===== src/rtl/riscv_pkg.sv =====
// riscv_pkg: shared types for the memory arbiter.
//   funct3_mem_t : load/store size and sign encoding (RISC-V funct3 field)
//   arb_state_t  : arbiter FSM states
//   mem_owner_t  : which requester owns the in-flight memory transaction
package riscv_pkg;

  typedef enum logic [2:0] {
    F3_B  = 3'b000,
    F3_H  = 3'b001,
    F3_W  = 3'b010,
    F3_BU = 3'b100,
    F3_HU = 3'b101
  } funct3_mem_t;

  typedef enum logic [1:0] {
    IDLE,
    ISSUE,
    WAIT
  } arb_state_t;

  typedef enum logic {
    OWN_IF,
    OWN_D
  } mem_owner_t;

endpackage


===== src/rtl/mem_align.sv =====
// mem_align: purely combinational data-side alignment helpers.
// Request side (driven by the live data request):
//   i_funct3, i_we, i_addr_lo, i_wdata -> o_be (byte enables),
//   o_wdata (lane-replicated store data), o_err (misaligned/illegal access)
// Response side (driven by the latched transaction fields):
//   i_ld_funct3, i_ld_addr_lo, i_rdata -> o_ld_data (shifted, extended load)
module mem_align
  import riscv_pkg::*;
#(
  parameter int XLEN = 32
) (
  input  funct3_mem_t       i_funct3,
  input  logic              i_we,
  input  logic [1:0]        i_addr_lo,
  input  logic [XLEN-1:0]   i_wdata,
  output logic [3:0]        o_be,
  output logic [XLEN-1:0]   o_wdata,
  output logic              o_err,
  input  funct3_mem_t       i_ld_funct3,
  input  logic [1:0]        i_ld_addr_lo,
  input  logic [XLEN-1:0]   i_rdata,
  output logic [XLEN-1:0]   o_ld_data
);

  logic [XLEN-1:0] w_shifted;

  // Loads always read the full word; only stores narrow the byte enables.
  always_comb begin
    // NOTE: every output gets a default before the case so no path leaves
    // a signal unassigned, which would otherwise infer a latch.
    o_be    = 4'b1111;
    o_wdata = i_wdata;
    o_err   = 1'b0;
    case (i_funct3)
      F3_B: begin
        if (i_we) begin
          o_be    = 4'b0001 << i_addr_lo;
          o_wdata = {(XLEN/8){i_wdata[7:0]}};
        end
      end
      F3_H: begin
        o_err = i_addr_lo[0];
        if (i_we) begin
          o_be    = 4'b0011 << {i_addr_lo[1], 1'b0};
          o_wdata = {(XLEN/16){i_wdata[15:0]}};
        end
      end
      F3_W:    o_err = |i_addr_lo;
      // Unsigned variants only make sense for loads.
      F3_BU:   o_err = i_we;
      F3_HU:   o_err = i_we | i_addr_lo[0];
      default: o_err = 1'b1;
    endcase
  end

  assign w_shifted = i_rdata >> {i_ld_addr_lo, 3'b000};

  always_comb begin
    o_ld_data = w_shifted;
    case (i_ld_funct3)
      F3_B:    o_ld_data = {{(XLEN-8){w_shifted[7]}}, w_shifted[7:0]};
      F3_H:    o_ld_data = {{(XLEN-16){w_shifted[15]}}, w_shifted[15:0]};
      F3_BU:   o_ld_data = {{(XLEN-8){1'b0}}, w_shifted[7:0]};
      F3_HU:   o_ld_data = {{(XLEN-16){1'b0}}, w_shifted[15:0]};
      default: o_ld_data = w_shifted;
    endcase
  end

endmodule


===== src/rtl/mem_arbiter.sv =====
// mem_arbiter: shares one single-outstanding memory port between an
// instruction-fetch requester and a data (load/store) requester.
// Ports:
//   clk, rst_n                      clock, async active-low reset
//   if_req/if_addr -> if_gnt        fetch request / accept pulse
//   if_rvalid, if_rdata             fetch response
//   d_req/d_we/d_funct3/d_addr/d_wdata -> d_gnt   data request / accept pulse
//   d_rvalid, d_rdata, d_err        data response (load data or store ack)
//   mem_req/we/be/addr/wdata        memory request, held until mem_gnt
//   mem_gnt, mem_rvalid, mem_rdata  memory handshake and read data
// Data wins ties unless fetch has been passed over STARVE_LIMIT times in a row.
module mem_arbiter
  import riscv_pkg::*;
#(
  parameter int XLEN         = 32,
  parameter int STARVE_LIMIT = 4
) (
  input  logic              clk,
  input  logic              rst_n,
  input  logic              if_req,
  input  logic [XLEN-1:0]   if_addr,
  output logic              if_gnt,
  output logic              if_rvalid,
  output logic [XLEN-1:0]   if_rdata,
  input  logic              d_req,
  input  logic              d_we,
  input  funct3_mem_t       d_funct3,
  input  logic [XLEN-1:0]   d_addr,
  input  logic [XLEN-1:0]   d_wdata,
  output logic              d_gnt,
  output logic              d_rvalid,
  output logic [XLEN-1:0]   d_rdata,
  output logic              d_err,
  output logic              mem_req,
  output logic              mem_we,
  output logic [3:0]        mem_be,
  output logic [XLEN-1:0]   mem_addr,
  output logic [XLEN-1:0]   mem_wdata,
  input  logic              mem_gnt,
  input  logic              mem_rvalid,
  input  logic [XLEN-1:0]   mem_rdata
);

  localparam int CNT_W = $clog2(STARVE_LIMIT + 1);
  localparam logic [XLEN-1:0] WORD_MASK = {{(XLEN-2){1'b1}}, 2'b00};

  arb_state_t        r_state, w_state_nxt;
  mem_owner_t        r_owner;
  logic [CNT_W-1:0]  r_starve_cnt;

  // Latched transaction fields.
  logic              r_we;
  logic [3:0]        r_be;
  logic [XLEN-1:0]   r_addr;
  logic [XLEN-1:0]   r_wdata;
  funct3_mem_t       r_funct3;
  logic [1:0]        r_addr_lo;

  // Registered responses.
  logic              r_if_rvalid;
  logic [XLEN-1:0]   r_if_rdata;
  logic              r_d_rvalid;
  logic [XLEN-1:0]   r_d_rdata;
  logic              r_d_err;

  logic              w_if_gnt, w_d_gnt;
  logic              w_starved, w_pick_if;
  logic [3:0]        w_be;
  logic [XLEN-1:0]   w_wdata_rep;
  logic              w_d_err;
  logic [XLEN-1:0]   w_ld_data;

  mem_align #(.XLEN(XLEN)) u_mem_align (
    .i_funct3     (d_funct3),
    .i_we         (d_we),
    .i_addr_lo    (d_addr[1:0]),
    .i_wdata      (d_wdata),
    .o_be         (w_be),
    .o_wdata      (w_wdata_rep),
    .o_err        (w_d_err),
    .i_ld_funct3  (r_funct3),
    .i_ld_addr_lo (r_addr_lo),
    .i_rdata      (mem_rdata),
    .o_ld_data    (w_ld_data)
  );

  assign w_starved = (r_starve_cnt == CNT_W'(STARVE_LIMIT));
  assign w_pick_if = if_req && (!d_req || w_starved);

  // Grants are combinational; they are also qualified by rst_n so that they
  // read 0 while reset is asserted even though the state already reads IDLE.
  always_comb begin
    w_state_nxt = r_state;
    w_if_gnt    = 1'b0;
    w_d_gnt     = 1'b0;
    case (r_state)
      IDLE: begin
        if (rst_n) begin
          if (w_pick_if) begin
            w_if_gnt    = 1'b1;
            w_state_nxt = ISSUE;
          end else if (d_req) begin
            w_d_gnt = 1'b1;
            // Illegal accesses are answered locally without touching memory.
            if (!w_d_err) w_state_nxt = ISSUE;
          end
        end
      end
      ISSUE:   if (mem_gnt)    w_state_nxt = WAIT;
      WAIT:    if (mem_rvalid) w_state_nxt = IDLE;
      default: w_state_nxt = IDLE;
    endcase
  end

  always_ff @(posedge clk or negedge rst_n) begin
    // NOTE: sequential state uses non-blocking assignments so every register
    // samples pre-edge values regardless of statement order.
    if (!rst_n) r_state <= IDLE;
    else        r_state <= w_state_nxt;
  end

  always_ff @(posedge clk or negedge rst_n) begin
    if (!rst_n) begin
      r_starve_cnt <= '0;
    end else if (w_if_gnt) begin
      r_starve_cnt <= '0;
    end else if (w_d_gnt && if_req && !w_starved) begin
      r_starve_cnt <= r_starve_cnt + CNT_W'(1);
    end
  end

  always_ff @(posedge clk or negedge rst_n) begin
    if (!rst_n) begin
      r_owner     <= OWN_IF;
      r_we        <= 1'b0;
      r_be        <= '0;
      r_addr      <= '0;
      r_wdata     <= '0;
      r_funct3    <= F3_B;
      r_addr_lo   <= '0;
      r_if_rvalid <= 1'b0;
      r_if_rdata  <= '0;
      r_d_rvalid  <= 1'b0;
      r_d_rdata   <= '0;
      r_d_err     <= 1'b0;
    end else begin
      r_if_rvalid <= 1'b0;
      r_d_rvalid  <= 1'b0;
      r_d_err     <= 1'b0;

      if (w_if_gnt) begin
        r_owner   <= OWN_IF;
        r_we      <= 1'b0;
        r_be      <= 4'b1111;
        r_addr    <= if_addr & WORD_MASK;
        r_wdata   <= '0;
        r_funct3  <= F3_W;
        r_addr_lo <= 2'b00;
      end else if (w_d_gnt && !w_d_err) begin
        r_owner   <= OWN_D;
        r_we      <= d_we;
        r_be      <= w_be;
        r_addr    <= d_addr & WORD_MASK;
        r_wdata   <= w_wdata_rep;
        r_funct3  <= d_funct3;
        r_addr_lo <= d_addr[1:0];
      end

      if (w_d_gnt && w_d_err) begin
        r_d_rvalid <= 1'b1;
        r_d_err    <= 1'b1;
        r_d_rdata  <= '0;
      end

      if (r_state == WAIT && mem_rvalid) begin
        if (r_owner == OWN_IF) begin
          r_if_rvalid <= 1'b1;
          r_if_rdata  <= mem_rdata;
        end else begin
          r_d_rvalid <= 1'b1;
          r_d_rdata  <= r_we ? '0 : w_ld_data;
        end
      end
    end
  end

  assign if_gnt    = w_if_gnt;
  assign d_gnt     = w_d_gnt;
  assign if_rvalid = r_if_rvalid;
  assign if_rdata  = r_if_rdata;
  assign d_rvalid  = r_d_rvalid;
  assign d_rdata   = r_d_rdata;
  assign d_err     = r_d_err;
  assign mem_req   = (r_state == ISSUE);
  assign mem_we    = r_we;
  assign mem_be    = r_be;
  assign mem_addr  = r_addr;
  assign mem_wdata = r_wdata;

endmodule

===== config.mk =====
export PLATFORM = sky130hd
export DESIGN_NAME = mem_arbiter
export DESIGN_NICKNAME = d
export VERILOG_FILES = /design/src/rtl/riscv_pkg.sv /design/src/rtl/mem_align.sv /design/src/rtl/mem_arbiter.sv
export SDC_FILE = /design/constraint.sdc
export NUM_CORES = 1
export LEC_CHECK = 0
export CAP_MARGIN = 20
export CORE_UTILIZATION = 39
export DETAILED_ROUTE_END_ITERATION = 12
export GPL_TIMING_DRIVEN = 0
export PLACE_DENSITY = 0.88
export SLEW_MARGIN = 20
export SYNTH_ARGS = -nofsm -noshare
export SYNTH_HDL_FRONTEND = slang
export SYNTH_SLANG_ARGS = --single-unit
export TNS_END_PERCENT = 50

===== constraint.sdc =====
create_clock -name clk -period 1.8 [get_ports clk]
set_clock_uncertainty 0.2 [all_clocks]
set_input_delay 0.36 -clock clk [delete_from_list [all_inputs] [get_ports clk]]
set_output_delay 0.36 -clock clk [all_outputs]
set_load 0.05 [all_outputs]

After elaboration in Yosys (flattened, before gate mapping)
Index checks and enable logic that the tools add are counted.

word-level totals
  logic and storage cells = 100
  bits in registers = 147
  input bits = 138
  output and inout bits = 139

operators by class
  add/subtract/negate cells = 1
  bitwise operators = 2
  reduce and logical (&&, ||, !) cells = 18
  equal/unequal tests = 15
  multiplexer cells = 47
  shift-type cells = 3

operator list
  operator               count
  $mux W32               10
  $pmux W32 S4           1
  $pmux W32 S2           1
  $shr A32 B5 Y32        1
  $mux W1                16
  $mux W2                8
  $mux W4                4
  $eq A3 B3 Y1 const B   5
  $mux W3                4
  $pmux W4 S2            1
  $eq A3 B1 Y1 const B   2
  $logic_and A1 B1 Y1    6
  $logic_not A3 Y1       2
  $ne A3 B3 Y1 const B   2
  $pmux W2 S3            1
  $pmux W1 S5            1
  $reduce_and A5 Y1      1
  $ne A2 B2 Y1 const B   2
  $reduce_bool A2 Y1     2
  $shl A1 B2 Y4 const A  1
  $shl A2 B2 Y4 const A  1
  $add A3 B1 Y3 const B  1
  $eq A3 B2 Y1 const B   1
  $logic_not A1 Y1       3
  9 further kinds        9

Longest topological paths before layout
  word-level depth = 10
  gate-level depth with buffers = 9
  depth with buffers taken out = 7

Cells and area by module
From an unflattened synthesis, not the netlist that was laid out.

second synthesis, totals
  cell total of the unflattened synthesis = 602
  area total of the unflattened synthesis = 7030.5 µm²

by module, submodules not included
  module       instances  seq. area each (µm²)  cells an instance  area each (µm²)
  mem_arbiter  1          3628.5                416                5718.0
  mem_align    1          0.0                   186                1312.5

Worst setup path before layout
OpenSTA, ideal clock, no wires.

  path type = flip-flop to flip-flop
  from = reg r_state[1]
  to = reg r_d_rdata[28] (netlist: d_rdata[28])
  data arrival time = 1959 ps
  stages on the path, launching flop included = 6
  required time = 1474 ps
  setup slack = -485 ps
  path through = dfrtp_1 > and4bb_2 > and2_1 > a21boi_1 > buf_2 > a221o_1

on the way
  cells in the longest elaborated chain, start to end = 6
  elaborated cells on any way between the ends = 8

ends and longest elaborated chain
  element                  line                RTL
  from (decl)              mem_arbiter.sv:47   arb_state_t r_state, w_state_nxt;
  from (signal assigned)   mem_arbiter.sv:119  else r_state <= w_state_nxt;
  $logic_not A2 Y1 (*)     mem_arbiter.sv:96   case (r_state)
  $mux W1 (*)              mem_arbiter.sv:96
  net d_gnt                mem_arbiter.sv:30   output logic d_gnt,
  $logic_and A1 B1 Y1 (*)  mem_arbiter.sv:169  if (w_d_gnt && w_d_err) begin
  $mux W32 (*)             mem_arbiter.sv:169
  $mux W32                 mem_arbiter.sv:176  if (r_owner == OWN_IF) begin
  $mux W32 (*)             mem_arbiter.sv:175  if (r_state == WAIT && mem_rvalid) begin
  to (signal assigned)     mem_arbiter.sv:181  r_d_rdata <= r_we ? '0 : w_ld_data;
  to (decl)                mem_arbiter.sv:63   logic [XLEN-1:0] r_d_rdata;

The timed path passes the listed nets; every way through them passes the cells marked *.
A chain may end at the register's enable or synchronous reset.

Worst setup path in the final report
  from = reg r_starve_cnt[1]
  to = out if_gnt

on the way
  cells in the longest elaborated chain, start to end = 6

ends and longest elaborated chain
  element                 line                RTL
  from (decl)             mem_arbiter.sv:49   logic [CNT_W-1:0] r_starve_cnt;
  from (signal assigned)  mem_arbiter.sv:128  r_starve_cnt <= r_starve_cnt + CNT_W'(1);
  $eq A3 B3 Y1            mem_arbiter.sv:87   assign w_starved = (r_starve_cnt == CNT_W'(STARVE_LIMIT));
  $logic_or A1 B1 Y1      mem_arbiter.sv:88   assign w_pick_if = if_req && (!d_req || w_starved);
  $logic_and A1 B1 Y1     mem_arbiter.sv:88
  $mux W1                 mem_arbiter.sv:99   if (w_pick_if) begin
  $mux W1                 mem_arbiter.sv:98   if (rst_n) begin
  $mux W1                 mem_arbiter.sv:96
  to (decl)               mem_arbiter.sv:22   output logic if_gnt,

Every way passes these cells.

==> reports/qor.yml <==
global_route:
  gr-total-overflow: 0
  grt_first_pass_wirelength_mm: 39.2
  grt_start_max_net_pins: 43
  antenna_found_initial: 0
  grt_pass1_vias: 6799
  track_usage: 0.295
routing:
  first_pass_iters: 5
  drc: 0
  drt_iter0_markers: 558
  totalWireLength_mm: 26.9
  num_vias: 6820
  final_antenna_net_count: 0
  viasPerCell: 5.61
  post_drt_wl_per_cell_microns: 22.2
critical_path:
  start_kind: "flop"
  cp-end-kind: "output port"
  rr_startpoint: "r_starve_cnt[1]"
  cp_max_fo: 2
  cp.arrival_ns: 1.77
  rr_worst_depth: 12
  timing.rr.end: "mem_wdata[15]"
  cp.required_ns: 1.24
  path_class: "flop to output port"
  rrSetupSlack_ns: -0.38
hold_path:
  hp-start: "rst_n"
  hp-class: "primary input to flop"
  hold-path-endpoint: "r_state[0]"
  hold_depth: 4
finish:
  drive_gt1_frac: 0.360
  insertedDiodeCount: 0
  fin_area_sq_mm: 0.0119
  fill_cells: 1127
  area_growth_syn_to_layout_pct: 76.6
  nets: 1123
synth:
  synth_cells: 636
  synth_area_per_cell_sq_um: 10.6
  synth_edf_count: 0
  async_flop_share: 1.00
  synth_cell_types: 51
  ys_ff_latch: 145
  ys_seq_area_frac: 0.539
  synth_area_sq_mm: 0.00673
  ys.flop_type: "dfrtp_1"
  ys.warnings.count: 0
clocking:
  cts_sinks: 145
  clk_latency_ns: 0.42
  cts_root_buffer: "clkbuf_16"
  htreeDepth: 4
  cts_buffer_depth: 2
  path_clk_slew_ns: 0.06
  cts_tree: "yes"
  numCtsBuffers: 17
timing:
  drv_slew: 0
  max_freq_mhz: 429
  min_period_ns: 2.33
  post-route-period-util: 1.29
  setup_ws_ns: -0.529
  tns_ns: -39.50
  grt_setup_unrepaired: "yes"
  tightest_slew_ns: 0.793
  setup_violations: 148
  final_hold_viol_count: 0
  slew_headroom: 0.470
power:
  power_density_mw_per_mm2: 1450
  ir_drop_uv: 979
  leakage_nw: 5.58
placement:
  dpl_cell_area_sq_mm: 0.00987
  portBuffers: 272
  gp_congestion: 0.893
  dpl.hpwl_mm: 17.4
flow_run:
  cap_violations: 0
floorplan:
  io_pins: 277
  core_sq_mm: 0.0167
  initial_core_util: 0.403
  rows: 47
  die_w_microns: 133
  die_h_microns: 133
  die-area_sq_mm: 0.0178
run_status:
  outcome: "finished, violations left"
  violations: "setup timing"
-- where the power goes --
| part | total [W] | switching (W) | leakage [nW] | internal [W] |
|---|---|---|---|---|
| registers | 0.00502 | 0.000722 | 1.83 | 0.00430 |
| logic | 0.00855 | 0.00552 | 3.47 | 0.00303 |
| clock network | 0.00367 | 0.00145 | 0.288 | 0.00221 |
| total | 0.0172 | 0.00770 | 5.58 | 0.00955 |
-- how the worst max path moves through the flow --
stage	slack, ns	startpoint	to	cells after the start
after floorplan	-0.06	r_state[1]	d_rdata[18]	5
after global placement	-6.54	rst_n	mem_addr[26]	7
after detailed placement	-1.76	rst_n	if_gnt	8
after CTS	-0.53	r_state[1]	if_gnt	6
after global routing	-0.56	r_state[0]	if_gnt	6
final	-0.53	r_starve_cnt[1]	if_gnt	8
-- state kept, by name, summed over array words and instances, names as in the netlist, 2 cells and up --
register,flops
mem_addr,30
r_starve_cnt,3
r_addr_lo,2
r_state,2
mem_wdata,32
d_rdata,32
mem_be,4
r_funct3,3
if_rdata,32
-- critical path: stages (launching register included) --
cell      delay (ns)
dfrtp_1         0.38
inv_2           0.06
ha_4            0.17
a21boi_4        0.17
or2_1           0.14
buf_6           0.13
inv_8           0.04
buf_12          0.11
buf_12          0.14
-- cells in the final DEF, fill, tap and decap left out, types with 6 or more instances in the layout --
| cell type | count |
|---|---|
| dfrtp_1 | 142 |
| clkdlybuf4s50_1 | 133 |
| nand2_1 | 80 |
| clkdlybuf4s15_2 | 65 |
| a21oi_1 | 53 |
| buf_4 | 43 |
| dlymetal6s2s_1 | 41 |
| mux2i_1 | 39 |
| mux2_2 | 31 |
| clkbuf_2 | 28 |
| nand3_2 | 26 |
| nor2_1 | 22 |
| o21ai_0 | 22 |
| clkbuf_16 | 22 |
| buf_6 | 20 |
| a221o_1 | 16 |
| o21ai_2 | 13 |
| o2bb2ai_1 | 13 |
| o21ai_1 | 12 |
| buf_12 | 10 |
| a21oi_2 | 10 |
| a22o_1 | 9 |
| mux2_4 | 9 |
| nor2_2 | 8 |
| nand3_1 | 7 |
| buf_8 | 7 |
| nor2_4 | 6 |
-- routing by layer --
metal | vias up | part of all wire | GRT usage
li1 | 2974 | - | -
met1 | 3345 | 0.35 | 0.338
met2 | 432 | 0.52 | 0.519
met3 | 69 | 0.090 | 0.0765
met4 | 0 | 0.036 | 0.131
met5 | - | 0 | 0
-- through the flow --
| stage | hold slack (ns) | utilization | setup WS, ns | std cells | total power [W] |
|---|---|---|---|---|---|
| after CTS | 0.187 | 0.679 | -0.527 | 1203 | 0.0170 |
| final | 0.197 | 0.712 | -0.529 | 1215 | 0.0172 |
| after floorplan | -0.136 | - | -0.0612 | 637 | 0.0101 |
| after global placement | 0.274 | 0.589 | -6.54 | 1129 | 0.0129 |
| after global routing | 0.211 | 0.712 | -0.556 | 1215 | 0.0179 |
| after detailed placement | 0.195 | 0.591 | -1.76 | 1130 | 0.0131 |
-- layout make-up --
cell class / instances / area (sq um) / area share
Buffer: 49 / 507 / 0.0426
Multi-Input combinational cell: 437 / 3350 / 0.282
Timing Repair Buffer: 329 / 3500 / 0.294
Inverter: 4 / 22.5 / 0.00189
Tap cell: 220 / 275 / 0.0232
Clock inverter: 13 / 163 / 0.0137
Clock buffer: 18 / 439 / 0.0369
Sequential cell: 145 / 3630 / 0.306
-- logic make-up (layout without fill, tap and decap cells) --
kind of cell             after synthesis  count (layout)  synth area share
AND/OR/NAND/NOR                      184             184             0.129
AO/OA/AOI/OAI                        169             169             0.161
multiplexers                          80              80             0.128
flip-flops                           145             145             0.539
adder cells (fa/ha/maj)                2               2           0.00372
buffers and inverters                 55             413            0.0387
other                                  1               2          0.000557
-- synthesized netlist by cell type, types with 3 or more instances --
master | instances | area [sq um]
a21oi_1 | 63 | 315
a221o_1 | 16 | 160
a22o_1 | 9 | 78.8
a31oi_1 | 5 | 31.3
buf_1 | 5 | 18.8
buf_2 | 22 | 110
buf_4 | 3 | 22.5
clkbuf_1 | 19 | 71.3
dfrtp_1 | 145 | 3630
inv_1 | 3 | 11.3
mux2_2 | 40 | 450
mux2i_1 | 39 | 390
nand2_1 | 82 | 308
nand2b_1 | 5 | 31.3
nand3_1 | 38 | 190
nor2_1 | 36 | 135
nor2b_1 | 5 | 31.3
nor3_1 | 3 | 15.0
o21ai_0 | 46 | 230
o2bb2ai_1 | 13 | 114
-- repair_timing --
action / 4_1_cts / 5_1_grt
pin swaps: 14 / 21
buffers inserted: 27 / 14
hold endpoints to repair: 112 / 0
resized for setup: 323 / 215
hold buffers: 5 / 0
endpoints found under the setup margin: 276 / 212
gates cloned: 10 / 1
No activity file was read; power rests on OpenSTA's default activity.
